`src/rtl/execute_muldiv_pkg.sv`:
```
// Shared execute-stage types for the multiply/divide unit.
// Holds the pipeline register-tag type, the funct3 op encoding, the muldiv FSM
// state encoding and the default operand width.
package execute_muldiv_pkg;

  localparam int unsigned XlenDefault = 32;

  // Pipeline-wide destination register tag.
  typedef logic [4:0] reg_addr_t;

  // funct3 of the RV M-extension.
  typedef enum logic [2:0] {
    OpMul    = 3'd0,
    OpMulh   = 3'd1,
    OpMulhsu = 3'd2,
    OpMulhu  = 3'd3,
    OpDiv    = 3'd4,
    OpDivu   = 3'd5,
    OpRem    = 3'd6,
    OpRemu   = 3'd7
  } muldiv_op_e;

  typedef enum logic [1:0] {
    StIdle = 2'd0,
    StMul  = 2'd1,
    StDiv  = 2'd2,
    StDone = 2'd3
  } muldiv_state_e;

endpackage

```
`src/rtl/muldiv_divider.sv`:
```
// Radix-2 restoring divider on unsigned magnitudes; one quotient bit per step.
// Ports:
//   clk_i, rst_i       clock, synchronous active-high reset
//   start_i            load dividend/divisor and clear the partial remainder
//   step_i             retire one quotient bit
//   dividend_i         unsigned dividend, sampled on start_i
//   divisor_i          unsigned divisor (non-zero), sampled on start_i
//   quotient_o         quotient after the step taken this cycle
//   remainder_o        partial remainder after the step taken this cycle
// After Width steps quotient_o/remainder_o hold the final result during the last step.
module muldiv_divider #(
  parameter int unsigned Width = 32
) (
  input  logic             clk_i,
  input  logic             rst_i,
  input  logic             start_i,
  input  logic             step_i,
  input  logic [Width-1:0] dividend_i,
  input  logic [Width-1:0] divisor_i,
  output logic [Width-1:0] quotient_o,
  output logic [Width-1:0] remainder_o
);

  logic [Width-1:0] quo_q, quo_d;
  logic [Width-1:0] rem_q, rem_d;
  logic [Width-1:0] dvs_q, dvs_d;
  logic [Width:0]   trial;
  logic [Width:0]   diff;
  logic             fits;

  always_comb begin
    // Shift the next dividend bit into the partial remainder and try the subtract.
    trial       = {rem_q, quo_q[Width-1]};
    diff        = trial - {1'b0, dvs_q};
    fits        = (trial >= {1'b0, dvs_q});
    quotient_o  = {quo_q[Width-2:0], fits};
    remainder_o = fits ? diff[Width-1:0] : trial[Width-1:0];

    quo_d = quo_q;
    rem_d = rem_q;
    dvs_d = dvs_q;
    if (start_i) begin
      quo_d = dividend_i;
      rem_d = '0;
      dvs_d = divisor_i;
    end else if (step_i) begin
      quo_d = quotient_o;
      rem_d = remainder_o;
    end
  end

  always_ff @(posedge clk_i) begin
    if (rst_i) begin
      quo_q <= '0;
      rem_q <= '0;
      dvs_q <= '0;
    end else begin
      quo_q <= quo_d;
      rem_q <= rem_d;
      dvs_q <= dvs_d;
    end
  end

endmodule

```
`src/rtl/execute_muldiv.sv`:
```
// Iterative RV M-extension execute unit: shift-add multiplier retiring MUL_BITS
// multiplier bits per cycle, plus an optional radix-2 restoring divider.
// Configuration macro: EXECUTE_MULDIV_DIV_EN enables the divider; without it,
// ops 4-7 complete one cycle after accept with out_result=0 and illegal=1.
// Ports:
//   clk, rst                 clock, synchronous active-high reset
//   in_valid/in_ready        operation handshake (ready only in IDLE, no flush)
//   in_op, in_rs1, in_rs2    funct3 and operands, captured at accept
//   in_rd                    destination tag, captured at accept
//   flush                    abort any operation, back to IDLE on the next edge
//   out_valid/out_ready      result handshake, result held stable in DONE
//   out_result, out_rd       result and its tag
//   busy                     high whenever not IDLE
//   illegal                  marks a result for an op not compiled in
module execute_muldiv
  import execute_muldiv_pkg::*;
#(
  parameter int unsigned XLEN     = XlenDefault,
  parameter int unsigned MUL_BITS = 2
) (
  input  logic            clk,
  input  logic            rst,
  input  logic            in_valid,
  output logic            in_ready,
  input  logic [2:0]      in_op,
  input  logic [XLEN-1:0] in_rs1,
  input  logic [XLEN-1:0] in_rs2,
  input  logic [4:0]      in_rd,
  input  logic            flush,
  output logic            out_valid,
  input  logic            out_ready,
  output logic [XLEN-1:0] out_result,
  output logic [4:0]      out_rd,
  output logic            busy,
  output logic            illegal
);

  localparam int unsigned MulSteps = XLEN / MUL_BITS;
  localparam int unsigned CntW     = $clog2(XLEN);

  muldiv_state_e     state_q, state_d;
  muldiv_op_e        op_q, op_d;
  reg_addr_t         rd_q, rd_d;
  logic [XLEN-1:0]   result_q, result_d;
  logic              illegal_q, illegal_d;
  logic [CntW-1:0]   cnt_q, cnt_d;
  logic [XLEN-1:0]   mcand_q, mcand_d;
  logic [2*XLEN-1:0] prod_q, prod_d;
  logic              neg_q, neg_d;

  muldiv_op_e      in_op_e;
  logic            rs1_neg, rs2_neg;
  logic [XLEN-1:0] rs1_mag, rs2_mag;
  logic            accept;

  // Signed ops run on magnitudes; the sign is reapplied to the finished result.
  always_comb begin
    in_op_e = muldiv_op_e'(in_op);
    rs1_neg = in_rs1[XLEN-1] && (in_op_e inside {OpMulh, OpMulhsu, OpDiv, OpRem});
    rs2_neg = in_rs2[XLEN-1] && (in_op_e inside {OpMulh, OpDiv, OpRem});
    rs1_mag = rs1_neg ? -in_rs1 : in_rs1;
    rs2_mag = rs2_neg ? -in_rs2 : in_rs2;
  end

  assign in_ready   = (state_q == StIdle) && !flush && !rst;
  assign accept     = in_valid && in_ready;
  assign busy       = (state_q != StIdle);
  assign out_valid  = (state_q == StDone);
  assign out_result = result_q;
  assign out_rd     = rd_q;
  assign illegal    = illegal_q;

  // Shift-add step: add mcand * low digit into the upper half, then shift right.
  logic [MUL_BITS-1:0]      mul_digit;
  logic [XLEN+MUL_BITS-1:0] mul_sum;
  logic [2*XLEN-1:0]        prod_step;
  logic [2*XLEN-1:0]        mul_full;

  assign mul_digit = prod_q[MUL_BITS-1:0];
  assign mul_sum   = {{MUL_BITS{1'b0}}, prod_q[2*XLEN-1:XLEN]}
                   + ({{MUL_BITS{1'b0}}, mcand_q} * {{XLEN{1'b0}}, mul_digit});
  assign prod_step = {mul_sum, prod_q[XLEN-1:MUL_BITS]};
  assign mul_full  = neg_q ? -prod_step : prod_step;

`ifdef EXECUTE_MULDIV_DIV_EN
  logic            div_start;
  logic            div_step;
  logic            div_ovf;
  logic [XLEN-1:0] div_quo;
  logic [XLEN-1:0] div_rem;
  logic            rneg_q, rneg_d;

  assign div_step = (state_q == StDiv);
  assign div_ovf  = !in_op[0] && (in_rs1 == {1'b1, {(XLEN-1){1'b0}}}) && (&in_rs2);

  muldiv_divider #(
    .Width (XLEN)
  ) u_divider (
    .clk_i       (clk),
    .rst_i       (rst),
    .start_i     (div_start),
    .step_i      (div_step),
    .dividend_i  (rs1_mag),
    .divisor_i   (rs2_mag),
    .quotient_o  (div_quo),
    .remainder_o (div_rem)
  );
`endif

  always_comb begin
    state_d   = state_q;
    op_d      = op_q;
    rd_d      = rd_q;
    result_d  = result_q;
    illegal_d = illegal_q;
    cnt_d     = cnt_q;
    mcand_d   = mcand_q;
    prod_d    = prod_q;
    neg_d     = neg_q;
`ifdef EXECUTE_MULDIV_DIV_EN
    div_start = 1'b0;
    rneg_d    = rneg_q;
`endif
    unique case (state_q)
      StIdle: begin
        if (accept) begin
          op_d      = in_op_e;
          rd_d      = in_rd;
          cnt_d     = '0;
          illegal_d = 1'b0;
          result_d  = '0;
          if (!in_op[2]) begin
            state_d = StMul;
            mcand_d = rs1_mag;
            prod_d  = {{XLEN{1'b0}}, rs2_mag};
            neg_d   = rs1_neg ^ rs2_neg;
          end else begin
            state_d = StDone;
`ifdef EXECUTE_MULDIV_DIV_EN
            // in_op[1] selects REM/REMU.
            if (in_rs2 == '0) begin
              result_d = in_op[1] ? in_rs1 : '1;
            end else if (div_ovf) begin
              result_d = in_op[1] ? '0 : in_rs1;
            end else begin
              state_d   = StDiv;
              div_start = 1'b1;
              neg_d     = rs1_neg ^ rs2_neg;
              rneg_d    = rs1_neg;
            end
`else
            illegal_d = 1'b1;
`endif
          end
        end
      end
      StMul: begin
        prod_d = prod_step;
        cnt_d  = cnt_q + 1'b1;
        if (cnt_q == CntW'(MulSteps - 1)) begin
          state_d  = StDone;
          result_d = (op_q == OpMul) ? mul_full[XLEN-1:0] : mul_full[2*XLEN-1:XLEN];
        end
      end
      StDiv: begin
`ifdef EXECUTE_MULDIV_DIV_EN
        cnt_d = cnt_q + 1'b1;
        if (cnt_q == CntW'(XLEN - 1)) begin
          state_d = StDone;
          if (op_q == OpRem || op_q == OpRemu) begin
            result_d = rneg_q ? -div_rem : div_rem;
          end else begin
            result_d = neg_q ? -div_quo : div_quo;
          end
        end
`else
        state_d = StIdle;
`endif
      end
      StDone: begin
        if (out_ready) begin
          state_d = StIdle;
        end
      end
      default: state_d = StIdle;
    endcase
    if (flush) begin
      state_d = StIdle;
    end
  end

  always_ff @(posedge clk) begin
    if (rst) begin
      state_q   <= StIdle;
      op_q      <= OpMul;
      rd_q      <= '0;
      result_q  <= '0;
      illegal_q <= 1'b0;
      cnt_q     <= '0;
      mcand_q   <= '0;
      prod_q    <= '0;
      neg_q     <= 1'b0;
`ifdef EXECUTE_MULDIV_DIV_EN
      rneg_q    <= 1'b0;
`endif
    end else begin
      state_q   <= state_d;
      op_q      <= op_d;
      rd_q      <= rd_d;
      result_q  <= result_d;
      illegal_q <= illegal_d;
      cnt_q     <= cnt_d;
      mcand_q   <= mcand_d;
      prod_q    <= prod_d;
      neg_q     <= neg_d;
`ifdef EXECUTE_MULDIV_DIV_EN
      rneg_q    <= rneg_d;
`endif
    end
  end

endmodule

```
`config.mk`:
```
export PLATFORM = sky130hd
export DESIGN_NAME = execute_muldiv
export DESIGN_NICKNAME = d
export VERILOG_FILES = /design/src/rtl/execute_muldiv_pkg.sv /design/src/rtl/muldiv_divider.sv /design/src/rtl/execute_muldiv.sv
export SDC_FILE = /design/constraint.sdc
export NUM_CORES = 1
export LEC_CHECK = 0
export ABC_AREA = 1
export CORE_MARGIN = 2
export CORE_UTILIZATION = 64
export DETAILED_ROUTE_END_ITERATION = 7
export HOLD_SLACK_MARGIN = 0.08
export PLACE_DENSITY = 0.93
export RECOVER_POWER = 100
export SETUP_SLACK_MARGIN = 0.5
export SKIP_CTS_REPAIR_TIMING = 1
export SYNTH_ARGS = -nofsm -noshare
export SYNTH_HDL_FRONTEND = slang
export SYNTH_SLANG_ARGS = --single-unit
```
`constraint.sdc`:
```
create_clock -name clk -period 11.4 [get_ports clk]
set_clock_uncertainty 0.15 [all_clocks]
set_input_delay 1.14 -clock clk [delete_from_list [all_inputs] [get_ports clk]]
set_output_delay 1.14 -clock clk [all_outputs]
set_load 0.05 [all_outputs]
```
==> results.py <==
metrics = {
    "place": {
        "gp_congestion": 0.991,
        "place_hpwl_um": 33200,
        "dp.cells": 2530,
        "port_buffers": 117,
    },
    "timing": {
        "fin_crit_ps": 7170,
        "slew_violations": 161,
        "hold_viol": 0,
        "fin_crit_sh_pct": 62.9,
        "fin_tns_setup_ps": 0,
        "max_slew_margin_pct": -125,
        "holdWs_ps": 310,
        "grt_setup_unrepaired": "no",
        "setup_viol": 0,
        "fmax_mhz": 140,
        "worst_pin_slew_ps": 3370,
    },
    "synthesis": {
        "syn_nets": 2356,
        "synth-seq-cells": 144,
        "synth_common_cells": "nand2_1 (710), inv_1 (327), nor2_1 (196)",
        "yosys_warnings": 0,
        "synth_top_area_cell": "dfxtp_1",
        "syn_inst": 2209,
        "synthFlopType": "dfxtp_1",
        "synth_edf_count": 0,
        "ys_top_cells_by_area": "dfxtp_1 (22%), nand2_1 (21%), inv_1 (9.5%), a21oi_1 (6.0%), nor2_1 (5.7%)",
        "yosysUniqueCellTypes": 50,
        "yosysMostFrequentCell": "nand2_1",
        "syn_area_um2": 12900,
        "postSynthAreaPerCell_um2": 5.86,
        "synth.top_cell.area_share_pct": 22.3,
        "ys_async_sr_fraction_pct": 0,
        "seq_area_frac_synth_pct": 22.3,
    },
    "grt": {
        "grt_pass1_vias": 13787,
        "grt_pass1_wl_um": 68800,
        "antenna_found_initial": 0,
        "gr-total-overflow": 0,
        "track_usage_pct": 39.8,
        "grt_max_degree": 72,
    },
    "power_and_ir_drop": {
        "swShare_pct": 33.9,
        "power.density_nw_per_um2": 91.6,
        "p_int_uw": 896,
        "power.total_mw": 1.35,
        "p_leak_nw": 7.25,
        "seq_power_share_pct": 38.8,
        "peakVddDrop_mv": 0.109,
        "comb_power_share_pct": 19.2,
        "power.share.clock_pct": 42.0,
        "p_switching_uw": 459,
    },
    "die": {
        "rows": 52,
        "die_x_um": 146,
        "fp.dieArea_um2": 21400,
        "die_h_um": 146,
        "start_util_pct": 64.6,
        "ios": 118,
        "core_area_um2": 20000,
    },
    "status": {
        "status": "complete, but fails checks",
        "violations": "max-capacitance violations, max-slew violations",
    },
    "detailed_routing": {
        "vias": 14846,
        "drt_iter0_drc": 1521,
        "drc": 0,
        "final_antenna_net_count": 0,
        "firstDrtPassIters": 6,
        "wl_per_cell_um": 16.7,
        "wirelength_um": 42900,
        "via_per_inst": 5.79,
    },
    "critical_path": {
        "arrival_ps": 7340,
        "crit_required_ps": 11570,
        "crit_type": "in -> reg",
        "cp_slowest_cell": "clkbuf_1",
        "slowest_delay_ps": 2480,
        "end_kind": "flop",
        "critPathLaunchType": "input pin",
        "crit_path_max_fanout": 66,
        "worstPathCellList": "clkbuf_1 > clkbuf_1 > inv_1 > o211ai_1 > inv_1",
    },
    "layout": {
        "fin_cells": 2562,
        "nets": 2426,
        "drive_gt1_share_pct": 6.59,
        "n_antenna_cell": 0,
        "area_growth_syn_to_layout_pct": 14.3,
    },
    "clock_network": {
        "cts_root_buffer": "clkbuf_16",
        "cts_tree": "yes",
        "htreeDepth": 4,
        "cts.path.max_buffers": 2,
        "numCtsBuffers": 17,
        "clkTransAtPathRegs_ps": 70,
        "clock_latency_ps": 440,
        "cts.sinks": 144,
    },
    "job": {
        "max-cap-violations": 3,
    },
    "worst_hold_path": {
        "min_path_type": "reg -> reg",
    },
}
==> final timing paths <==
check                       from  depth (start not counted)  slack (ps)        endpoint
setup / recovery             rst                          5        4230      mcand_q[1]
setup reg to reg       prod_q[0]                         24        7030  out_result[31]
hold / removal    out_result[16]                          2         310  out_result[16]
hold reg to reg   out_result[16]                          2         310  out_result[16]
==> layout by cell type, fill, tap and decap left out, types with 32 or more instances in the layout <==
| master | instances |
|---|---|
| nand2_1 | 711 |
| inv_1 | 327 |
| nor2_1 | 198 |
| a21oi_1 | 156 |
| dfxtp_1 | 144 |
| nand3_1 | 124 |
| o21ai_0 | 106 |
| clkdlybuf4s50_1 | 75 |
| dlygate4sd3_1 | 41 |
| ha_1 | 38 |
| fa_1 | 32 |
==> kinds of logic after synthesis <==
family          after synthesis  share of synthesized area [%]
compound gates              336                           14.3
fa+ha+maj                    70                           8.63
xor+xnor                     42                           2.84
flops                       144                           22.3
simple gates               1190                           39.5
buf+inv                     427                           12.5
==> metal layers <==
layer | up-vias | global-route usage, % | wire length (um)
met5 | - | 0 | 0
met4 | 0 | 16.1 | 1790
met1 | 6709 | 50.6 | 17200
li1 | 7115 | - | -
met3 | 148 | 8.44 | 4090
met2 | 874 | 66.1 | 19800
==> flip-flops by register name, indices dropped and copies added, names as in the netlist <==
name and flops:
state_q 2, mcand_q 32, neg_q 1, op_q 3, prod_q 64, cnt_q 5, out_rd 5, out_result 32
==> final cells by class <==
cell class	instances	area, um2
fill	1706	5250
multi-input combinational	1638	8420
clock buffer	17	425
inverter	350	1310
timing repair buffer	128	1240
tap	270	338
clock inverter	15	165
sequential	144	2880
==> worst max-delay path: cells and delay by family <==
kind | cells | cell delay, ps
compound gates | 1 | 410
buf+inv | 4 | 5660
==> metrics by stage <==
step                      util, %  instance area, um2  setup WS (ps)
final                        73.8               14800           4230
after global routing         73.8               14800           3930
after CTS                    74.0               14800           7180
after detailed placement     71.1               14200           6990
after global placement       71.1               14200           7020
after floorplan                 -               12900           7840
==> power groups by stage <==
stage	Sequential, mW	Combinational (mW)	Clock [mW]
floorplan	0.534	0.165	0
global placement	0.536	0.248	0
detailed placement	0.536	0.253	0
CTS	0.525	0.255	0.567
global route	0.526	0.284	0.588
finish	0.526	0.260	0.569
No activity file was read; power rests on OpenSTA's default activity.
